$ cat config.mk
export PLATFORM = sky130hd
export DESIGN_NAME = mem_stage_sram_flat
export DESIGN_NICKNAME = d
export VERILOG_FILES = /design/src/rtl/mem_stage_sram_pkg.sv /design/src/rtl/mem_stage_sram_if.sv /design/src/rtl/mem_stage_sram_wait_counter.sv /design/src/rtl/mem_stage_sram.sv /design/src/flat_wrapper.sv
export SDC_FILE = /design/constraint.sdc
export NUM_CORES = 1
export LEC_CHECK = 0
export CAP_MARGIN = 30
export CORE_AREA = 2 2 103 105
export DETAILED_ROUTE_END_ITERATION = 16
export DIE_AREA = 0 0 105 107
export PLACE_DENSITY = 0.88
export SLEW_MARGIN = 20
export SYNTH_ARGS = -nofsm -noshare
export SYNTH_HDL_FRONTEND = slang
export SYNTH_SLANG_ARGS = --single-unit
$ cat constraint.sdc
create_clock -name clk -period 3.47 [get_ports clk]
set_input_delay 0.5205 -clock clk [delete_from_list [all_inputs] [get_ports clk]]
set_output_delay 0.5205 -clock clk [all_outputs]
set_load 0.02 [all_outputs]
$ cat src/rtl/mem_stage_sram_pkg.sv
`default_nettype none
// ============================================================================
// mem_stage_sram_pkg : shared FSM encoding and SRAM constants for mem_stage_sram
// Revision: 1.0
// ============================================================================
package mem_stage_sram_pkg;

  localparam logic [1:0] STATE_IDLE = 2'd0;
  localparam logic [1:0] STATE_LOW  = 2'd1;
  localparam logic [1:0] STATE_HIGH = 2'd2;
  localparam logic [1:0] STATE_DONE = 2'd3;

  localparam logic [31:0] DEFAULT_BASE_ADDR = 32'd1024;
  localparam int          SRAM_DW           = 16;

  // Word index relative to the SRAM window, modulo 2^32; byte offset bits drop out.
  function automatic logic [31:0] word_index(input logic [31:0] byte_addr,
                                             input logic [31:0] base);
    logic [31:0] diff;
    diff = byte_addr - base;
    return diff >> 2;
  endfunction

endpackage
`default_nettype wire

$ cat src/rtl/mem_stage_sram_if.sv
`default_nettype none
// ============================================================================
// mem_stage_sram_if : pipeline request/response and SRAM bus of the memory stage
// Revision: 1.0
// ============================================================================
interface mem_stage_sram_if #(
  parameter int SRAM_AW = 18
);
  import mem_stage_sram_pkg::*;

  logic                MEM_R_EN;
  logic                MEM_W_EN;
  logic [31:0]         ALU_result;
  logic [31:0]         Val_Rm;
  logic [31:0]         MEM_result;
  logic                ready;
  logic [SRAM_AW-1:0]  SRAM_ADDR;
  logic [SRAM_DW-1:0]  SRAM_DQ_in;
  logic [SRAM_DW-1:0]  SRAM_DQ_out;
  logic                SRAM_DQ_oe;
  logic                SRAM_WE_N;

  // master: upstream pipeline plus the SRAM device; slave: the memory stage
  modport master (
    output MEM_R_EN, MEM_W_EN, ALU_result, Val_Rm, SRAM_DQ_in,
    input  MEM_result, ready, SRAM_ADDR, SRAM_DQ_out, SRAM_DQ_oe, SRAM_WE_N
  );

  modport slave (
    input  MEM_R_EN, MEM_W_EN, ALU_result, Val_Rm, SRAM_DQ_in,
    output MEM_result, ready, SRAM_ADDR, SRAM_DQ_out, SRAM_DQ_oe, SRAM_WE_N
  );

endinterface
`default_nettype wire

$ cat src/rtl/mem_stage_sram_wait_counter.sv
`default_nettype none
// ============================================================================
// sram_wait_counter : counts 0..SRAM_WAIT-1 while enabled, flags the last cycle
// Revision: 1.0
// ============================================================================
module sram_wait_counter #(
  parameter int SRAM_WAIT = 2
) (
  input  wire logic clk,
  input  wire logic rst,
  input  wire logic clr,
  input  wire logic en,
  output logic      last
);

  localparam int          CW     = (SRAM_WAIT > 1) ? $clog2(SRAM_WAIT) : 1;
  localparam logic [CW-1:0] C_LAST = CW'(SRAM_WAIT - 1);

  logic [CW-1:0] count_q;
  logic [CW-1:0] count_d;

  assign last = (count_q == C_LAST);

  // Wraps to zero after the last cycle so back-to-back phases restart cleanly.
  always_comb begin
    count_d = count_q;
    if (clr) begin
      count_d = '0;
    end else if (en) begin
      count_d = last ? '0 : count_q + 1'b1;
    end
  end

  always_ff @(posedge clk or negedge rst) begin
    if (!rst) begin
      count_q <= '0;
    end else begin
      count_q <= count_d;
    end
  end

endmodule
`default_nettype wire

$ cat src/rtl/mem_stage_sram.sv
`default_nettype none
// ============================================================================
// mem_stage_sram : pipeline memory stage, 32-bit accesses as two 16-bit SRAM halves
// Revision: 1.0
// ============================================================================
module mem_stage_sram
  import mem_stage_sram_pkg::*;
#(
  parameter int          SRAM_WAIT = 2,
  parameter logic [31:0] BASE_ADDR = DEFAULT_BASE_ADDR,
  parameter int          SRAM_AW   = 18
) (
  input  wire logic        clk,
  input  wire logic        rst,
  mem_stage_sram_if.slave  bus
);

  logic [1:0]          state_q,      state_d;
  logic                op_wr_q,      op_wr_d;
  logic [SRAM_AW-2:0]  word_q,       word_d;
  logic [SRAM_DW-1:0]  hi_data_q,    hi_data_d;
  logic [31:0]         mem_result_q, mem_result_d;
  logic [SRAM_AW-1:0]  sram_addr_q,  sram_addr_d;
  logic [SRAM_DW-1:0]  dq_out_q,     dq_out_d;
  logic                dq_oe_q,      dq_oe_d;
  logic                we_n_q,       we_n_d;

  logic        req;
  logic        cnt_en;
  logic        cnt_last;
  logic [31:0] word_idx;

  assign req      = bus.MEM_R_EN | bus.MEM_W_EN;
  assign word_idx = word_index(bus.ALU_result, BASE_ADDR);
  assign cnt_en   = (state_q == STATE_LOW) || (state_q == STATE_HIGH);

  sram_wait_counter #(
    .SRAM_WAIT (SRAM_WAIT)
  ) u_wait_cnt (
    .clk  (clk),
    .rst  (rst),
    .clr  (!cnt_en),
    .en   (cnt_en),
    .last (cnt_last)
  );

  always_comb begin
    state_d      = state_q;
    op_wr_d      = op_wr_q;
    word_d       = word_q;
    hi_data_d    = hi_data_q;
    mem_result_d = mem_result_q;
    sram_addr_d  = sram_addr_q;
    dq_out_d     = dq_out_q;
    dq_oe_d      = dq_oe_q;
    we_n_d       = we_n_q;

    case (state_q)
      STATE_IDLE: begin
        if (req) begin
          // A write wins when both enables are set.
          state_d     = STATE_LOW;
          op_wr_d     = bus.MEM_W_EN;
          word_d      = word_idx[SRAM_AW-2:0];
          hi_data_d   = bus.Val_Rm[31:16];
          sram_addr_d = {word_idx[SRAM_AW-2:0], 1'b0};
          dq_oe_d     = bus.MEM_W_EN;
          we_n_d      = !bus.MEM_W_EN;
          if (bus.MEM_W_EN) begin
            dq_out_d = bus.Val_Rm[15:0];
          end
        end
      end
      STATE_LOW: begin
        if (cnt_last) begin
          state_d     = STATE_HIGH;
          sram_addr_d = {word_q, 1'b1};
          if (op_wr_q) begin
            dq_out_d = hi_data_q;
          end else begin
            mem_result_d[15:0] = bus.SRAM_DQ_in;
          end
        end
      end
      STATE_HIGH: begin
        if (cnt_last) begin
          state_d = STATE_DONE;
          dq_oe_d = 1'b0;
          we_n_d  = 1'b1;
          if (!op_wr_q) begin
            mem_result_d[31:16] = bus.SRAM_DQ_in;
          end
        end
      end
      default: begin
        state_d = STATE_IDLE;
      end
    endcase
  end

  always_ff @(posedge clk or negedge rst) begin
    if (!rst) begin
      state_q      <= STATE_IDLE;
      op_wr_q      <= 1'b0;
      word_q       <= '0;
      hi_data_q    <= '0;
      mem_result_q <= '0;
      sram_addr_q  <= '0;
      dq_out_q     <= '0;
      dq_oe_q      <= 1'b0;
      we_n_q       <= 1'b1;
    end else begin
      state_q      <= state_d;
      op_wr_q      <= op_wr_d;
      word_q       <= word_d;
      hi_data_q    <= hi_data_d;
      mem_result_q <= mem_result_d;
      sram_addr_q  <= sram_addr_d;
      dq_out_q     <= dq_out_d;
      dq_oe_q      <= dq_oe_d;
      we_n_q       <= we_n_d;
    end
  end

  assign bus.ready       = (state_q == STATE_DONE) || ((state_q == STATE_IDLE) && !req);
  assign bus.MEM_result  = mem_result_q;
  assign bus.SRAM_ADDR   = sram_addr_q;
  assign bus.SRAM_DQ_out = dq_out_q;
  assign bus.SRAM_DQ_oe  = dq_oe_q;
  assign bus.SRAM_WE_N   = we_n_q;

endmodule
`default_nettype wire
$ cat src/flat_wrapper.sv
// flat-port wrapper written by rule: the top's interface ports become plain ports
module mem_stage_sram_flat import mem_stage_sram_pkg::*;
#(
  parameter int          SRAM_WAIT = 2,
  parameter logic [31:0] BASE_ADDR = DEFAULT_BASE_ADDR,
  parameter int          SRAM_AW   = 18
)
  (clk, rst, bus_MEM_R_EN, bus_MEM_W_EN, bus_ALU_result, bus_Val_Rm, bus_SRAM_DQ_in, bus_MEM_result, bus_ready, bus_SRAM_ADDR, bus_SRAM_DQ_out, bus_SRAM_DQ_oe, bus_SRAM_WE_N);
  mem_stage_sram_if #(.SRAM_AW(SRAM_AW)) bus_i ();
  input  wire logic clk;
  input  wire logic rst;
  input wire logic [$bits(bus_i.MEM_R_EN)-1:0] bus_MEM_R_EN;
  input wire logic [$bits(bus_i.MEM_W_EN)-1:0] bus_MEM_W_EN;
  input wire logic [$bits(bus_i.ALU_result)-1:0] bus_ALU_result;
  input wire logic [$bits(bus_i.Val_Rm)-1:0] bus_Val_Rm;
  input wire logic [$bits(bus_i.SRAM_DQ_in)-1:0] bus_SRAM_DQ_in;
  output wire logic [$bits(bus_i.MEM_result)-1:0] bus_MEM_result;
  output wire logic [$bits(bus_i.ready)-1:0] bus_ready;
  output wire logic [$bits(bus_i.SRAM_ADDR)-1:0] bus_SRAM_ADDR;
  output wire logic [$bits(bus_i.SRAM_DQ_out)-1:0] bus_SRAM_DQ_out;
  output wire logic [$bits(bus_i.SRAM_DQ_oe)-1:0] bus_SRAM_DQ_oe;
  output wire logic [$bits(bus_i.SRAM_WE_N)-1:0] bus_SRAM_WE_N;
  assign bus_i.MEM_R_EN = bus_MEM_R_EN;
  assign bus_i.MEM_W_EN = bus_MEM_W_EN;
  assign bus_i.ALU_result = bus_ALU_result;
  assign bus_i.Val_Rm = bus_Val_Rm;
  assign bus_i.SRAM_DQ_in = bus_SRAM_DQ_in;
  assign bus_MEM_result = bus_i.MEM_result;
  assign bus_ready = bus_i.ready;
  assign bus_SRAM_ADDR = bus_i.SRAM_ADDR;
  assign bus_SRAM_DQ_out = bus_i.SRAM_DQ_out;
  assign bus_SRAM_DQ_oe = bus_i.SRAM_DQ_oe;
  assign bus_SRAM_WE_N = bus_i.SRAM_WE_N;
  mem_stage_sram #(.SRAM_WAIT(SRAM_WAIT), .BASE_ADDR(BASE_ADDR), .SRAM_AW(SRAM_AW)) u_core (.clk(clk), .rst(rst), .bus(bus_i));
endmodule
Word-level counts from Yosys, hierarchy flattened
Index checks and enable logic that the tools add are counted.
{"block": "totals", "reg_bits": 105, "input_bits": 84, "out_inout_bits": 69, "wordCells": 58}
{"block": "classes", "add_sub_neg": 2, "eq_ne": 8, "muxes": 20, "n_bitwise": 2, "n_reduce_logical": 15}
{"cell": "two-way mux 16 bit", "count": 4}
{"cell": "two-way mux 18 bit", "count": 2}
{"cell": "one-hot mux 18 bit (2 select lines)", "count": 1}
{"cell": "one-hot mux 16 bit (2 select lines)", "count": 1}
{"cell": "subtractor 19 x 11 -> 19 bit (second input constant)", "count": 1}
{"cell": "AND reduction 3 bit", "count": 5}
{"cell": "two-way mux 1 bit", "count": 6}
{"cell": "two-way mux 2 bit", "count": 3}
{"cell": "inequality test 2 bit (second input constant)", "count": 3}
{"cell": "one-hot mux 2 bit (3 select lines)", "count": 1}
{"cell": "AND reduction 5 bit", "count": 1}
{"cell": "equality test 2 bit (second input constant)", "count": 2}
{"cell": "inequality test 2 x 1 -> 1 bit (second input constant)", "count": 2}
{"cell": "one-hot mux 1 bit (2 select lines)", "count": 2}
{"cell": "nonzero test 2 bit", "count": 2}
{"cell": "equality test 2 x 1 -> 1 bit (second input constant)", "count": 1}
{"cell": "logical NOT 1 bit", "count": 2}
{"cell": "logical NOT 2 bit", "count": 1}
{"cell": "logical OR 1 bit", "count": 2}
{"cell": "AND reduction 2 bit", "count": 1}
{"cell": "adder 1 bit (second input constant)", "count": 1}
{"cell": "logical AND 1 bit", "count": 1}
{"cell": "inverter 1 bit", "count": 1}
{"cell": "OR 1 bit", "count": 1}

Depth between registers and ports, before layout
Gate-level depths: netlist of run 1.
{"block": "logic_depth", "word_depth": 4, "mapped_depth": 9}

By module
Synthesis of run 1 repeated with hierarchy kept, for this count alone.
{"block": "hier_totals", "hier_cells": 359, "hier_area_um2": 4560.6}
{"module": "mem_stage_sram", "instances": 1, "cells_each": 356, "area_per_inst_um2": 4523.1}
{"module": "sram_wait_counter", "instances": 1, "cells_each": 3, "area_per_inst_um2": 37.5}

Worst setup path after synthesis of run 1
No wires, ideal clock.
{"block": "synth_path", "kind": "register to register", "startpoint": "register u_core.state_q[0]", "endpoint": "register u_core.sram_addr_q[14], in the netlist u_core.bus.SRAM_ADDR[14]", "t_arrival_ns": 1.678, "t_required_ns": 3.341, "setup_slack_ns": 1.662, "path_stages_with_launch": 10, "path_buffers": 3, "period_less_slack_ns": 1.808, "cell_sequence": "dfrtp_1 inv_1 ha_1 buf_6 nor3b_4 or3_1 buf_6 buf_6 nand2_2 o211ai_2"}
{"block": "synth_between", "elab_chain_len": 3, "word_cells_on_any_way": 7, "classes_between": "eq/ne (3); mux (1); reduce/logical (3)"}
{"element": "from (decl)", "line_no": "mem_stage_sram.sv:18", "text": "logic [1:0] state_q, state_d;"}
{"element": "from (signal assigned)", "line_no": "mem_stage_sram.sv:113", "text": "state_q <= state_d;"}
{"element": "equality test 2 x 1 -> 1 bit / logical NOT 2 bit (equally long branches)", "line_no": "mem_stage_sram.sv:58", "text": "case (state_q)"}
{"element": "inequality test 2 bit (no source line) (tied with other cells)"}
{"element": "AND reduction 3 bit (no source line)"}
{"element": "to (signal assigned)", "line_no": "mem_stage_sram.sv:118", "text": "sram_addr_q <= sram_addr_d;"}
{"element": "to (decl)", "line_no": "mem_stage_sram.sv:23", "text": "logic [SRAM_AW-1:0] sram_addr_q, sram_addr_d;"}
Parallel ways exist; a longest one is shown, timed or not.
A chain may end at the register's enable or synchronous reset.

Worst setup path after layout of run 1
{"block": "layout_path", "startpoint": "register u_core.state_q[0]", "endpoint": "output port bus_ready"}
{"block": "layout_between", "elab_chain_len": 3, "word_cells_on_any_way": 4, "classes_between": "eq/ne (1); reduce/logical (3)"}
{"element": "logical NOT 2 bit", "line_no": "mem_stage_sram.sv:125", "text": "assign bus.ready = (state_q == STATE_DONE) || ((state_q == STATE_IDLE) && !req);"}
{"element": "logical AND 1 bit", "line_no": "mem_stage_sram.sv:125"}
{"element": "logical OR 1 bit *", "line_no": "mem_stage_sram.sv:125"}
{"element": "to (decl)", "line_no": "flat_wrapper.sv:18", "text": "output wire logic [$bits(bus_i.ready)-1:0] bus_ready;"}
Mark *: on every way between the ends. The rest lies on a longest branch, timed or not.

==> results of run 1 <==
## logic make-up (layout without fill, tap and decap cells)
kind of cell	after synthesis	in the layout	share of synthesized area [%]
AO/OA/AOI/OAI	53	53	7.27
XOR/XNOR	7	7	1.36
AND/OR/NAND/NOR	76	76	7.80
adder cells (fa/ha/maj)	5	5	1.39
flip-flops	105	105	58.5
multiplexers	86	86	20.8
buffers and inverters	22	164	2.84
## sequential cells by signal, summed over array words and instances, names as in the netlist, 2 cells and up
name and cells:
u_core.bus.SRAM_DQ_out 16, u_core.bus.SRAM_ADDR 18, u_core.hi_data_q 16, u_core.state_q 2, u_core.bus.MEM_result 32, u_core.word_q 17
## per-layer routing
layer  vias up  GRT usage, %
met5         -             0
met4         0          6.48
met3        12          4.26
met2        97          33.2
met1      1546          22.1
li1       1504             -
## area by class of cell
cell class / instances / area share, %
multi-input combinational: 227 / 28.1
timing repair buffer: 144 / 23.2
clock buffer: 9 / 1.98
clock inverter: 7 / 1.62
tap: 136 / 2.72
inverter: 4 / 0.240
sequential: 105 / 42.1
## critical path: cells and delay by family, from the launching register on
kind	cells	cell delay (ns)
buf+inv	2	0.71
flops	1	0.44
fa+ha+maj	1	0.37
simple gates	2	0.45
## report_power, final
group          internal [uW]  leakage (uW)  switching (uW)  total, uW
sequential              1860       0.00124             340       2200
clock                    413      0.000106             431        844
combinational           1520       0.00123            1530       3060
## through the flow
step / cell area, um^2 / util, % / setup slack [ns] / instances / total power, uW
floorplan: 4490 / - / 1.66 / 354 / 4050
global placement: 5980 / 59.2 / 0.806 / 614 / 5130
detailed placement: 6020 / 59.6 / 0.800 / 616 / 5310
CTS: 6240 / 61.9 / 0.585 / 632 / 6160
global route: 6240 / 61.9 / 0.517 / 632 / 6460
finish: 6240 / 61.9 / 0.615 / 632 / 6090
## layout by cell type (no fill, tap or decap), drive strengths merged, types with 4 or more instances in the layout
master         instances
mux2                  59
ha                     5
a21oi                 19
inv                    6
clkdlybuf4s50        136
clkbuf                 9
dfrtp                104
o21ai                 26
mux2i                 27
nor2                  25
buf                    8
xnor2                  4
nand2                 31
## final timing paths
kind / from / to / slack [ns] / depth (start not counted)
hold / removal: rst / u_core.bus.MEM_result[3]$_DFFE_PN0P_ / 0.12 / 1
setup / recovery: u_core.state_q[0]$_DFFE_PN0P_ / bus_ready / 0.62 / 5
min in group clk: u_core.bus.SRAM_ADDR[13]$_DFFE_PN0P_ / u_core.bus.SRAM_ADDR[13]$_DFFE_PN0P_ / 0.49 / 2
max in group asynchronous: rst / u_core.bus.SRAM_DQ_out[3]$_DFFE_PN0P_ / 2.68 / 2
setup reg to reg: u_core.state_q[1]$_DFFE_PN0P_ / u_core.bus.MEM_result[6]$_DFFE_PN0P_ / 1.11 / 6
hold reg to reg: u_core.bus.SRAM_ADDR[13]$_DFFE_PN0P_ / u_core.bus.SRAM_ADDR[13]$_DFFE_PN0P_ / 0.49 / 2
==> results.txt, run 1 <==
The most repeated cell in the gate-level netlist after synthesis was sky130_fd_sc_hd__dfrtp_1. The initial utilization of the core area, before any placement, comes to 44.5%. Detailed placement ended at an HPWL of 7.52 mm. The run finished with clean final reports. The synthesized area was 0.00449 mm^2; the maximum clock insertion buffer count was 2. The multi-input combinational cells in the finished layout cover a total of 0.00176 mm^2. Number of global-route vias before repair: 3351.

The worst setup path is captured at a primary output. For the pin with the worst max-slew slack, the measured transition is 0.845 ns. Iteration-0 DRC count of the detailed router: 99. Setup violations remaining at the end of the flow were counted as 0.

In the routed design, unresolved DRC markers number 0. For the required time at the worst-slack endpoint, the log shows 2.95 ns. On the final layout, the worst clock skew is 0.00881 ns. The number of enable flip-flop cells after synthesis came out at 0.

The final wirelength is 10.2 mm, and the area share of the largest cell type after synthesis is 57.9%. The tools report the number of top-level design ports as 153. The floorplan step defined a die boundary enclosing 0.0112 mm^2.

The run gives 105 as the clock sink count. The final hold violation count is 0, and the count of nets after finishing is 580. The leading register cell type out of synthesis was sky130_fd_sc_hd__dfrtp_1. The count of buffers from port buffering was 137. By count the netlist is led by sky130_fd_sc_hd__dfrtp_1 (104), sky130_fd_sc_hd__mux2_2 (59), sky130_fd_sc_hd__nand2_1 (30). Compared with the post-synthesis result, the final layout area differs by 39.0%.

Critical path arrival: 2.33 ns. The smallest clock period supported by the final layout is computed as 2.85 ns. In this run, post-CTS hold repair placed 0 buffers. Length of routed met2 wiring: 5.23 mm. TritonCTS built the clock tree.

Based on the critical path, the design can be clocked at up to 350 MHz. Entering global routing, the biggest net connects 49 pins. By area the synthesized netlist is led by sky130_fd_sc_hd__dfrtp_1 (58%), sky130_fd_sc_hd__mux2_2 (15%), sky130_fd_sc_hd__mux2i_1 (6.0%). For this block, wires on met1 add up to 4.27 mm. The tools report the final max-slew violation count as 0.

The number of antenna violations at the first check in global routing came out at 0. The tools report the root cell of the clock tree as sky130_fd_sc_hd__clkbuf_8. The power per cell area works out to 976 mW/mm^2. Setup repair after global routing left no endpoint under its margin. Of the available clock period, the critical path in the final layout requires 82.3%.

Counting every net in the synthesized netlist gives 443. After detailed routing, the number of vias per cell comes to 5.00. The H-tree depth was 3; the flop and latch count out of synthesis was 105. The tools report the leakage component of the power as 0.00258 uW. The first global-routing pass estimated 16.5 mm of wire.

Clock latency on the worst-skew pair, taken at its later pin, is 0.36 ns. The sort of element at the start of the critical path is a register. The total of cells resized after clock tree synthesis came out at 0.

Among all stages on the critical path, the largest delay is contributed by sky130_fd_sc_hd__clkdlybuf4s50_1. From bottom edge to top edge, the die measures 107 um. The critical path is of the register to primary output type. The horizontal die dimension was 105 um; the total clock buffers created by CTS was 9. The first detailed-routing pass ran for 4 iterations. Traced cell by cell, the critical path runs through inv_1, ha_1, nor3b_4, or2_2, clkdlybuf4s50_1.

The aggregate negative setup slack was 0 ns. sky130_fd_sc_hd__dfrtp_1 takes more of the synthesized area than any other cell. The maximum single-stage delay on the critical path came out at 0.61 ns. Area of all sequential standard cells: 0.00263 mm^2. Uppermost layer routed: met4. Row generation in the floorplan step produced 37 rows.

The run gives 3159 as the total number of vias. Clock-pin slew was measured on the worst setup and hold paths at 0.10 ns. Sequential cells were found to cover 58.5% of the synthesized design area.

Number of post-CTS setup repair buffers: 0. The leftover overflow at the end of global routing came out at 0. The average wire per cell in the routed design is 16.1 um, and the post-synthesis average cell area is 12.7 um^2. Headroom to the max-slew limit came out at 43.5%. The remaining number of nets flagged by the antenna check after routing is 0.

The fraction of layout instances using a drive strength above 1 works out to 20.0%. Across all hold checks on the routed design, the worst slack comes to 0.119 ns. For this run, the total global-route usage over all layers was measured as 18.6%. During synthesis, Yosys emitted a total of 0 warnings. Synthesis instantiated 36 different standard cells from the library.

The tool flagged a number of max-cap violations equal to 0. Counting the fill cells in the layout gives 837. Across the VDD grid, the largest voltage drop is 461 uV. The congestion estimate from routability-driven global placement came to 0.768. Path type of the worst min-delay path: input pin to asynchronous set/reset pin.

Counting flops with an async set or reset pin after synthesis yields a share of 100%. The tools report the cell count after synthesis as 354. The routed design uses 511 um of met3 wire.

The core outline area was 0.0101 mm^2. The repair_antennas step left the layout with diodes totalling 0. The maximum fanout encountered on the critical timing path came out at 9.
No activity file was read; power rests on OpenSTA's default activity.
==> inputs of run 2 (changes only) <==
==> constraint.sdc (replaced) <==
create_clock -name clk -period 2.65 [get_ports clk]
set_input_delay 0.3975 -clock clk [delete_from_list [all_inputs] [get_ports clk]]
set_output_delay 0.3975 -clock clk [all_outputs]
set_load 0.02 [all_outputs]
==> run 2 against run 1 <==
Global-route usage grew 0.15 points. Core utilization down 0.14 points. Final area down 0.22%. Largest cell class unchanged. Highest routed layer unchanged.
==> results.txt, run 2 (synthesis gave the netlist of run 1 again) <==
The critical path goes through inv_1, ha_1, nor3b_4, or2_2, clkdlybuf4s50_1. Setup repair after global routing left no endpoint under its margin. The final design area excluding fillers came out at 0.00623 mm^2 (-0.22%). The pin count of the biggest net entering global routing is 63 (+29%). The maximum fanout encountered on the critical timing path came out at 5 (-4). The kind of end point of the critical path is a primary output. Remaining number of nets flagged by the antenna check after routing: 0 (unchanged). The total die area came out at 0.0112 mm^2 (unchanged).

The transition time at the pin with the least slew margin works out to 0.845 ns (-0.0000823 ns). The terminus of the critical flop-to-flop path is u_core.bus.SRAM_ADDR[17]$_DFFE_PN0P_. The placed standard-cell area is 0.00602 mm^2 (unchanged), and the core occupancy in the finished layout is 61.7% (-0.14 points). The number of fill cells is 827 (-1.2%), and the required time at the worst-slack endpoint is 2.25 ns (-0.70 ns). Total clock buffers created by CTS: 9 (unchanged). The fraction of the cycle the final worst path needs was 93.8%; the maximum clock insertion buffer count was 2 (unchanged). The die boundary height is 107 um (unchanged), and the horizontal die dimension is 105 um (unchanged).

The run gives 3187 (+0.89%) as the total number of vias. The post-route non-filler standard cell count was 634 (+0.32%). The final max-slew violation count was 0 (unchanged); the final HPWL from detailed placement was 7.80 mm (+3.8%). The average wire per cell in the routed design came out at 16.2 um (+0.46%).

For this design, the slowest cell found on the critical path is sky130_fd_sc_hd__clkdlybuf4s50_1. The worst-skew pair later-pin latency is 0.35 ns (about the same). Placed instance count: 618 (+0.32%). The run gives 18.8% (+0.15 points) as the total global routing track utilization. The worst setup path is launched from a register. TritonCTS built the clock tree.

The remaining design rule violation count is 0 (unchanged). The critical path arrival was 2.09 ns (-0.24 ns). The maximum single-stage delay on the critical path came out at 0.55 ns (-0.06 ns).

Number of top-level design ports: 153 (unchanged). Leftover overflow at the end of global routing: 0 (unchanged). The power per cell area works out to 1270 mW/mm^2 (+30%).

The tools report the final estimated routing congestion in global placement as 0.792 (+3.2%). The worst slew margin relative to its limit came out at 43.5% (about the same). The antenna diode instance count came out at 0 (unchanged). The core outline area is 0.0101 mm^2 (unchanged), and the final hold violation count is 0 (unchanged). The number of post-CTS setup repair buffers came out at 0 (unchanged). The tools report the number of buffers added to fix hold violations after cts as 0 (unchanged). Largest delay contributor family on the critical path: buffers and inverters. For the count of nets after finishing, the log shows 582 (+0.34%). The flow ran to the end, and the final reports show no timing, DRC or antenna violations.

The peak supply drop was 561 uV (+22%). The most common library cell in the layout ignoring fill and taps was sky130_fd_sc_hd__clkdlybuf4s50_1. The via count normalized by instance count came out at 5.03 (+0.57%). The iteration-0 DRC count of the detailed router came out at 106 (+7.1%). The first-pass GRT wire length came out at 16.8 mm (+1.9%). The clock input transition at the sequential cells of the worst setup and hold paths was 0.11 ns (about the same).

The run gives 0.0130 ns (+0.00423 ns) as the final clock skew. Count of buffers from port buffering: 137 (unchanged). The tools report the number of global-route vias before repair as 3440 (+2.7%). The run gives 0 (unchanged) as the final number of setup-violating endpoints. The tools report the number of maximum-capacitance constraint violations as 0 (unchanged).

The run gives 37 (unchanged) as the cell row count. The fraction of layout instances using a drive strength above 1 came out at 20.3% (+0.32 points). The run gives 105 (unchanged) as the clock sink count. The number of antenna violations at the first check in global routing was 0 (unchanged); the total of cells resized after clock tree synthesis was 0 (unchanged). The run gives 0 ns (unchanged) as the aggregate negative setup slack. The class of the most critical setup path is register to primary output. Leaving out fill and tap cells, the most frequent cells in the layout are sky130_fd_sc_hd__clkdlybuf4s50_1 (136), sky130_fd_sc_hd__dfrtp_1 (104), sky130_fd_sc_hd__mux2_2 (59), sky130_fd_sc_hd__nand2_1 (30), sky130_fd_sc_hd__mux2i_1 (27). The final wirelength is 10.3 mm (+0.78%), and the achievable clock frequency is 402 MHz. The startpoint identified for the worst register-to-register timing path is u_core.state_q[1]$_DFFE_PN0P_.

The flip-flop count of the largest register after layout is 32 (unchanged). The routed design could run at a clock period as short as 2.48 ns. The run gives 44.5% (unchanged) as the starting utilization of the core area. The leakage component of the power was 0.00257 uW (-0.15%); the number of buffers and inverters on the critical path was 2 (unchanged). For the H-tree depth, the log shows 3 (unchanged). Worst reg2reg path depth: 8 (+2).

The path type of the worst min-delay path was input pin to asynchronous set/reset pin. The synthesis-to-finish area growth is 38.7%, and the detailed-routing iteration count for the pre-antenna-repair pass is 4 (unchanged). The run gives 0.46 ns (-0.65 ns) as the internal reg-to-reg setup slack. The root cell of the clock tree is sky130_fd_sc_hd__clkbuf_8.
==> run 2: cell count changes in the layout (fill, tap and decap cells not counted) <==
cell / delta
sky130_fd_sc_hd__buf_4: +3
sky130_fd_sc_hd__buf_12: +1
sky130_fd_sc_hd__buf_16: -1
sky130_fd_sc_hd__buf_8: -1
sky130_fd_sc_hd__bufinv_16: -1
sky130_fd_sc_hd__clkinv_8: +1
==> run 2: how the worst max path moves through the flow <==
stage                                        from                                   end  slack, ns  depth (start not counted)
finish              u_core.state_q[0]$_DFFE_PN0P_                             bus_ready       0.17                          5
floorplan           u_core.state_q[0]$_DFFE_PN0P_  u_core.bus.SRAM_ADDR[14]$_DFFE_PN0P_       0.84                          9
detailed placement                   bus_MEM_R_EN                             bus_ready       0.26                          4
CTS                 u_core.state_q[0]$_DFFE_PN0P_                             bus_ready       0.15                          5
global placement                     bus_MEM_R_EN                             bus_ready       0.29                          4
global route        u_core.state_q[0]$_DFFE_PN0P_                             bus_ready       0.05                          5
==> run 2: routing by layer <==
metal / share of wire, % / vias to the layer above / GRT usage [%] / wire, um
met5: 0 / - / 0 / 0
met4: 1.2 / 0 / 5.81 / 118
met3: 4.1 / 11 / 4.01 / 421
met2: 52 / 93 / 33.1 / 5340
met1: 43 / 1579 / 23.1 / 4380
li1: - / 1504 / - / -
==> run 2: where the power goes <==
part / total (uW) / leakage [uW] / switching (uW) / internal, uW
Sequential: 2890 / 0.00124 / 459 / 2430
Clock: 1020 / 0.0000992 / 569 / 454
Combinational: 4010 / 0.00124 / 2020 / 1990
==> run 2: layout make-up <==
class / count / area [um^2] / share of cell area, %
Clock inverter: 7 / 87.6 / 1.41
Timing Repair Buffer: 146 / 1450 / 23.3
Inverter: 4 / 15.0 / 0.241
Clock buffer: 9 / 124 / 1.99
Multi-Input combinational cell: 227 / 1760 / 28.2
Tap cell: 136 / 170 / 2.73
Sequential cell: 105 / 2630 / 42.2
==> run 2: through the flow <==
step / power [uW] / hold slack (ns) / setup slack, ns
final: 7920 / 0.0307 / 0.165
after global routing: 8410 / 0.0381 / 0.0519
after CTS: 8000 / 0.0420 / 0.146
after detailed placement: 6980 / 0.437 / 0.262
after global placement: 6760 / 0.429 / 0.287
after floorplan: 5300 / 0.102 / 0.842
==> inputs of run 3 (changes only) <==
--- a/config.mk
+++ b/config.mk
@@ -5,6 +5,7 @@
 export SDC_FILE = /design/constraint.sdc
 export NUM_CORES = 1
 export LEC_CHECK = 0
+export ABC_AREA = 0
 export CAP_MARGIN = 30
 export CORE_AREA = 2 2 103 105
 export DETAILED_ROUTE_END_ITERATION = 16
@@ -13,4 +14,5 @@
 export SLEW_MARGIN = 20
 export SYNTH_ARGS = -nofsm -noshare
 export SYNTH_HDL_FRONTEND = slang
+export SYNTH_HIERARCHICAL = 1
 export SYNTH_SLANG_ARGS = --single-unit
==> run 3 against run 2 <==
Synthesized cell count up 1.4%. Non-clock buffer count unchanged. Critical path depth unchanged. Cell count up 0.47%. Global-route usage down 0.24 points. Register-to-register slack worse by 0.02 ns. Highest routed layer unchanged.
==> results.txt, run 3 <==
The tools report the total die area as 0.0112 mm^2 (unchanged). Met1 track utilization from global routing: 23.5% (+0.43 points). Sorting the synthesized cells by how often they occur yields sky130_fd_sc_hd__dfrtp_1 (104), sky130_fd_sc_hd__mux2_2 (58), sky130_fd_sc_hd__mux2i_1 (26), sky130_fd_sc_hd__nor2_1 (26), sky130_fd_sc_hd__nand2_1 (24). The power per cell area is 1290 mW/mm^2 (+1.9%).

In the synthesized netlist the dominant register cell turns out to be sky130_fd_sc_hd__dfrtp_1. The number of enable flip-flop cells after synthesis was 0 (unchanged). Die boundary height: 107 um (unchanged).

The H-tree depth is 3 (unchanged), and the first-pass GRT wire length is 16.7 mm (-0.74%). The maximum fanout encountered on the critical timing path was 3 (-2); the total number of vias was 3264 (+2.4%). The sort of element at the start of the critical path was a register.

The clock input transition at the sequential cells of the worst setup and hold paths works out to 0.12 ns (about the same). CTS placed an instance of sky130_fd_sc_hd__clkbuf_8 at the clock tree root. The number of post-CTS setup repair buffers was 0 (unchanged); the total clock buffers created by CTS was 9 (unchanged). The total global routing track utilization is 18.5% (-0.24 points).

The top cell types in the final layout, fill and taps aside, are sky130_fd_sc_hd__clkdlybuf4s50_1 (136), sky130_fd_sc_hd__dfrtp_1 (104), sky130_fd_sc_hd__mux2_2 (58), sky130_fd_sc_hd__nor2_1 (26), sky130_fd_sc_hd__mux2i_1 (26). The placed standard-cell area is 0.00609 mm^2 (+1.2%), and the fraction of layout instances using a drive strength above 1 is 21.2% (+0.88 points). The run gives 0 (unchanged) as the total of cells resized after clock tree synthesis. The logs give 153 (unchanged) for the number of top-level design ports and 3415 (-0.73%) for the number of global-route vias before repair.

The internal reg-to-reg setup slack is 0.44 ns (-0.02 ns). The logs give 35 (-2.8%) for the count of unique library cells instantiated by Yosys and 0 ns (unchanged) for the aggregate negative setup slack. STA classifies the critical path endpoint as a primary output.

The flop and latch count out of synthesis is 105 (unchanged). The final hold violation count is 0 (unchanged). The cell count after synthesis came out at 359 (+1.4%). The run gives 0 (unchanged) as the final max-slew violation count. sky130_fd_sc_hd__dfrtp_1 takes more of the synthesized area than any other cell. The remaining number of nets flagged by the antenna check after routing came out at 0 (unchanged). The tools report the final number of setup-violating endpoints as 0 (unchanged). The tools report the number of antenna violations at the first check in global routing as 0 (unchanged). The worst-skew pair later-pin latency is 0.36 ns (about the same), and the average wire per cell in the routed design is 15.8 um (-2.1%). Setup repair after global routing left no endpoint under its margin. The peak supply drop was 597 uV (+6.4%); the core outline area was 0.0101 mm^2 (unchanged).

The warning count from the yosys run is 6 (+6). The count of buffers from port buffering came out at 137 (unchanged). Synthesized area: 0.00456 mm^2 (+1.5%).

The final estimated routing congestion in global placement is 0.794 (+0.30%). The worst slew margin relative to its limit was 45.0% (+1.5 points); the global-route met3 utilization was 4.56% (+0.55 points). The critical path arrival is 2.05 ns (-0.04 ns). The flip-flop count of the largest register after layout was 32 (unchanged). In this run the most used layer during global routing was met2.

The run gives 585 (+0.52%) as the count of nets after finishing. The final design area excluding fillers came out at 0.00632 mm^2 (+1.5%). The met2 global-route usage was 32.0% (-1.1 points).

For the antenna diode instance count, the log shows 0 (unchanged). Share of async-settable or async-resettable flops after synthesis: 100% (unchanged). The number of maximum-capacitance constraint violations is 0 (unchanged), and the fraction of the cycle the final worst path needs is 92.2% (-1.5 points). The transition time at the pin with the least slew margin came out at 0.825 ns (-0.0196 ns). After synthesis, the cell types taking the most area are sky130_fd_sc_hd__dfrtp_1 (57%), sky130_fd_sc_hd__mux2_2 (14%), sky130_fd_sc_hd__mux2i_1 (5.7%). Starting utilization of the core area: 45.2% (+0.68 points). The achievable clock frequency is 409 MHz (+1.7%).

The post-layout minimum cycle time came out at 2.44 ns (-0.0410 ns). The remaining design rule violation count is 0 (unchanged), and the leakage component of the power is 0.00262 uW (+1.8%). Required time at the worst-slack endpoint: 2.25 ns (about the same). The tools report the final clock skew as 0.0151 ns (+0.00202 ns). The class of the most critical setup path was register to primary output. The library cell used most frequently in the layout, excluding fill and tap cells, is sky130_fd_sc_hd__clkdlybuf4s50_1. The synthesized netlist net count is 448 (+1.1%), and the via count normalized by instance count is 5.12 (+1.9%).

The number of buffers added to fix hold violations after cts was 0 (unchanged). Smallest hold slack: 0.0771 ns (+0.0464 ns). The area share of the largest cell type after synthesis is 57.1% (-0.87 points), and the final HPWL from detailed placement is 7.42 mm (-4.8%). The logs give 87 (-18%) for the iteration-0 DRC count of the detailed router and 0.206 ns (+0.0410 ns) for the final worst-path setup slack. The flow ran to the end, and the final reports show no timing, DRC or antenna violations. The min-delay analysis places its worst path in the category input pin to asynchronous set/reset pin. Most repeated cell in the gate-level netlist after synthesis: sky130_fd_sc_hd__dfrtp_1.

The synthesis-to-finish area growth is 38.6% (about the same). The logs give 57.6% (-0.88 points) for the sequential share of the synthesized area and 55 (-13%) for the pin count of the biggest net entering global routing. Final wirelength: 10.1 mm (-1.6%). The tools report the maximum clock insertion buffer count as 2 (unchanged).

The post-synthesis average cell area came out at 12.7 um^2 (+0.12%). The cell row count was 37 (unchanged); the horizontal die dimension was 105 um (unchanged). Setup slack at placement: 0.275 ns (+0.0129 ns).

For the detailed-routing iteration count for the pre-antenna-repair pass, the log shows 4 (unchanged). TritonCTS built the clock tree. The leftover overflow at the end of global routing was 0 (unchanged).

The clock sink count came out at 105 (unchanged).
==> run 3: changes by cell type after synthesis, moves of 3 or more <==
cell                      change
sky130_fd_sc_hd__xor2_1       -3
sky130_fd_sc_hd__nand2_1      -6
sky130_fd_sc_hd__a21oi_1      +3
sky130_fd_sc_hd__o21ai_1      +5
sky130_fd_sc_hd__o21ai_0      -4
sky130_fd_sc_hd__xnor2_1      +4
==> run 3: report_power, final <==
group	total (uW)	leakage (uW)	switching (uW)	internal, uW
Sequential	2870	0.00124	440	2430
Combinational	4180	0.00126	2120	2060
Clock	1130	0.000118	576	553
Total	8180	0.00262	3140	5050
==> run 3: cells by family after synthesis <==
| kind of cell | synth area share [%] |
|---|---|
| buffers and inverters | 3.13 |
| muxes | 20.0 |
| xor gates and xnor gates | 1.54 |
| and+or+nand+nor | 8.37 |
| adders and majority gates | 1.37 |
| DFF | 57.6 |
| AOI/OAI and AO/OA | 7.93 |
==> run 3: worst paths after layout <==
check	start	to	cells after the start
min	rst	u_core/bus.SRAM_DQ_out[1]$_DFFE_PN0P_	1
min reg2reg	u_core/bus.SRAM_ADDR[6]$_DFFE_PN0P_	u_core/bus.SRAM_ADDR[6]$_DFFE_PN0P_	2
max in group asynchronous	rst	u_core/bus.SRAM_DQ_out[10]$_DFFE_PN0P_	2
max reg2reg	u_core/state_q[1]$_DFFE_PN0P_	u_core/bus.MEM_result[6]$_DFFE_PN0P_	5
min in group clk	u_core/bus.SRAM_ADDR[6]$_DFFE_PN0P_	u_core/bus.SRAM_ADDR[6]$_DFFE_PN0P_	2
max	u_core/state_q[0]$_DFFE_PN0P_	bus_ready	5
==> run 3: area by class of cell <==
type | instances | area (um^2)
clock inverter | 7 | 109
multi-input combinational | 228 | 1810
tap | 136 | 170
sequential | 105 | 2630
fill | 829 | 3770
timing repair buffer | 146 | 1460
clock buffer | 9 | 124
inverter | 6 | 22.5
==> run 3: metrics by stage <==
stage / utilization (%) / power, uW / std cells
6_report: 62.6 / 8180 / 637
5_1_grt: 62.6 / 8700 / 637
4_1_cts: 62.6 / 8260 / 637
3_5_place_dp: 60.3 / 7140 / 621
3_3_place_gp: 60.3 / 6920 / 621
2_1_floorplan: - / 5440 / 359
==> run 3: worst max-delay path, cell delays in order, from the launching register on <==
cell and delay [ns]:
sky130_fd_sc_hd__dfrtp_1 0.39, sky130_fd_sc_hd__inv_1 0.09, sky130_fd_sc_hd__ha_1 0.22, sky130_fd_sc_hd__nor3b_4 0.15
sky130_fd_sc_hd__or2_2 0.29, sky130_fd_sc_hd__clkdlybuf4s50_1 0.56
==> run 3: per-layer routing <==
layer	routed length, um	vias up
met2	4910	125
met5	0	-
met1	4370	1609
li1	-	1522
met3	723	8
met4	84	0
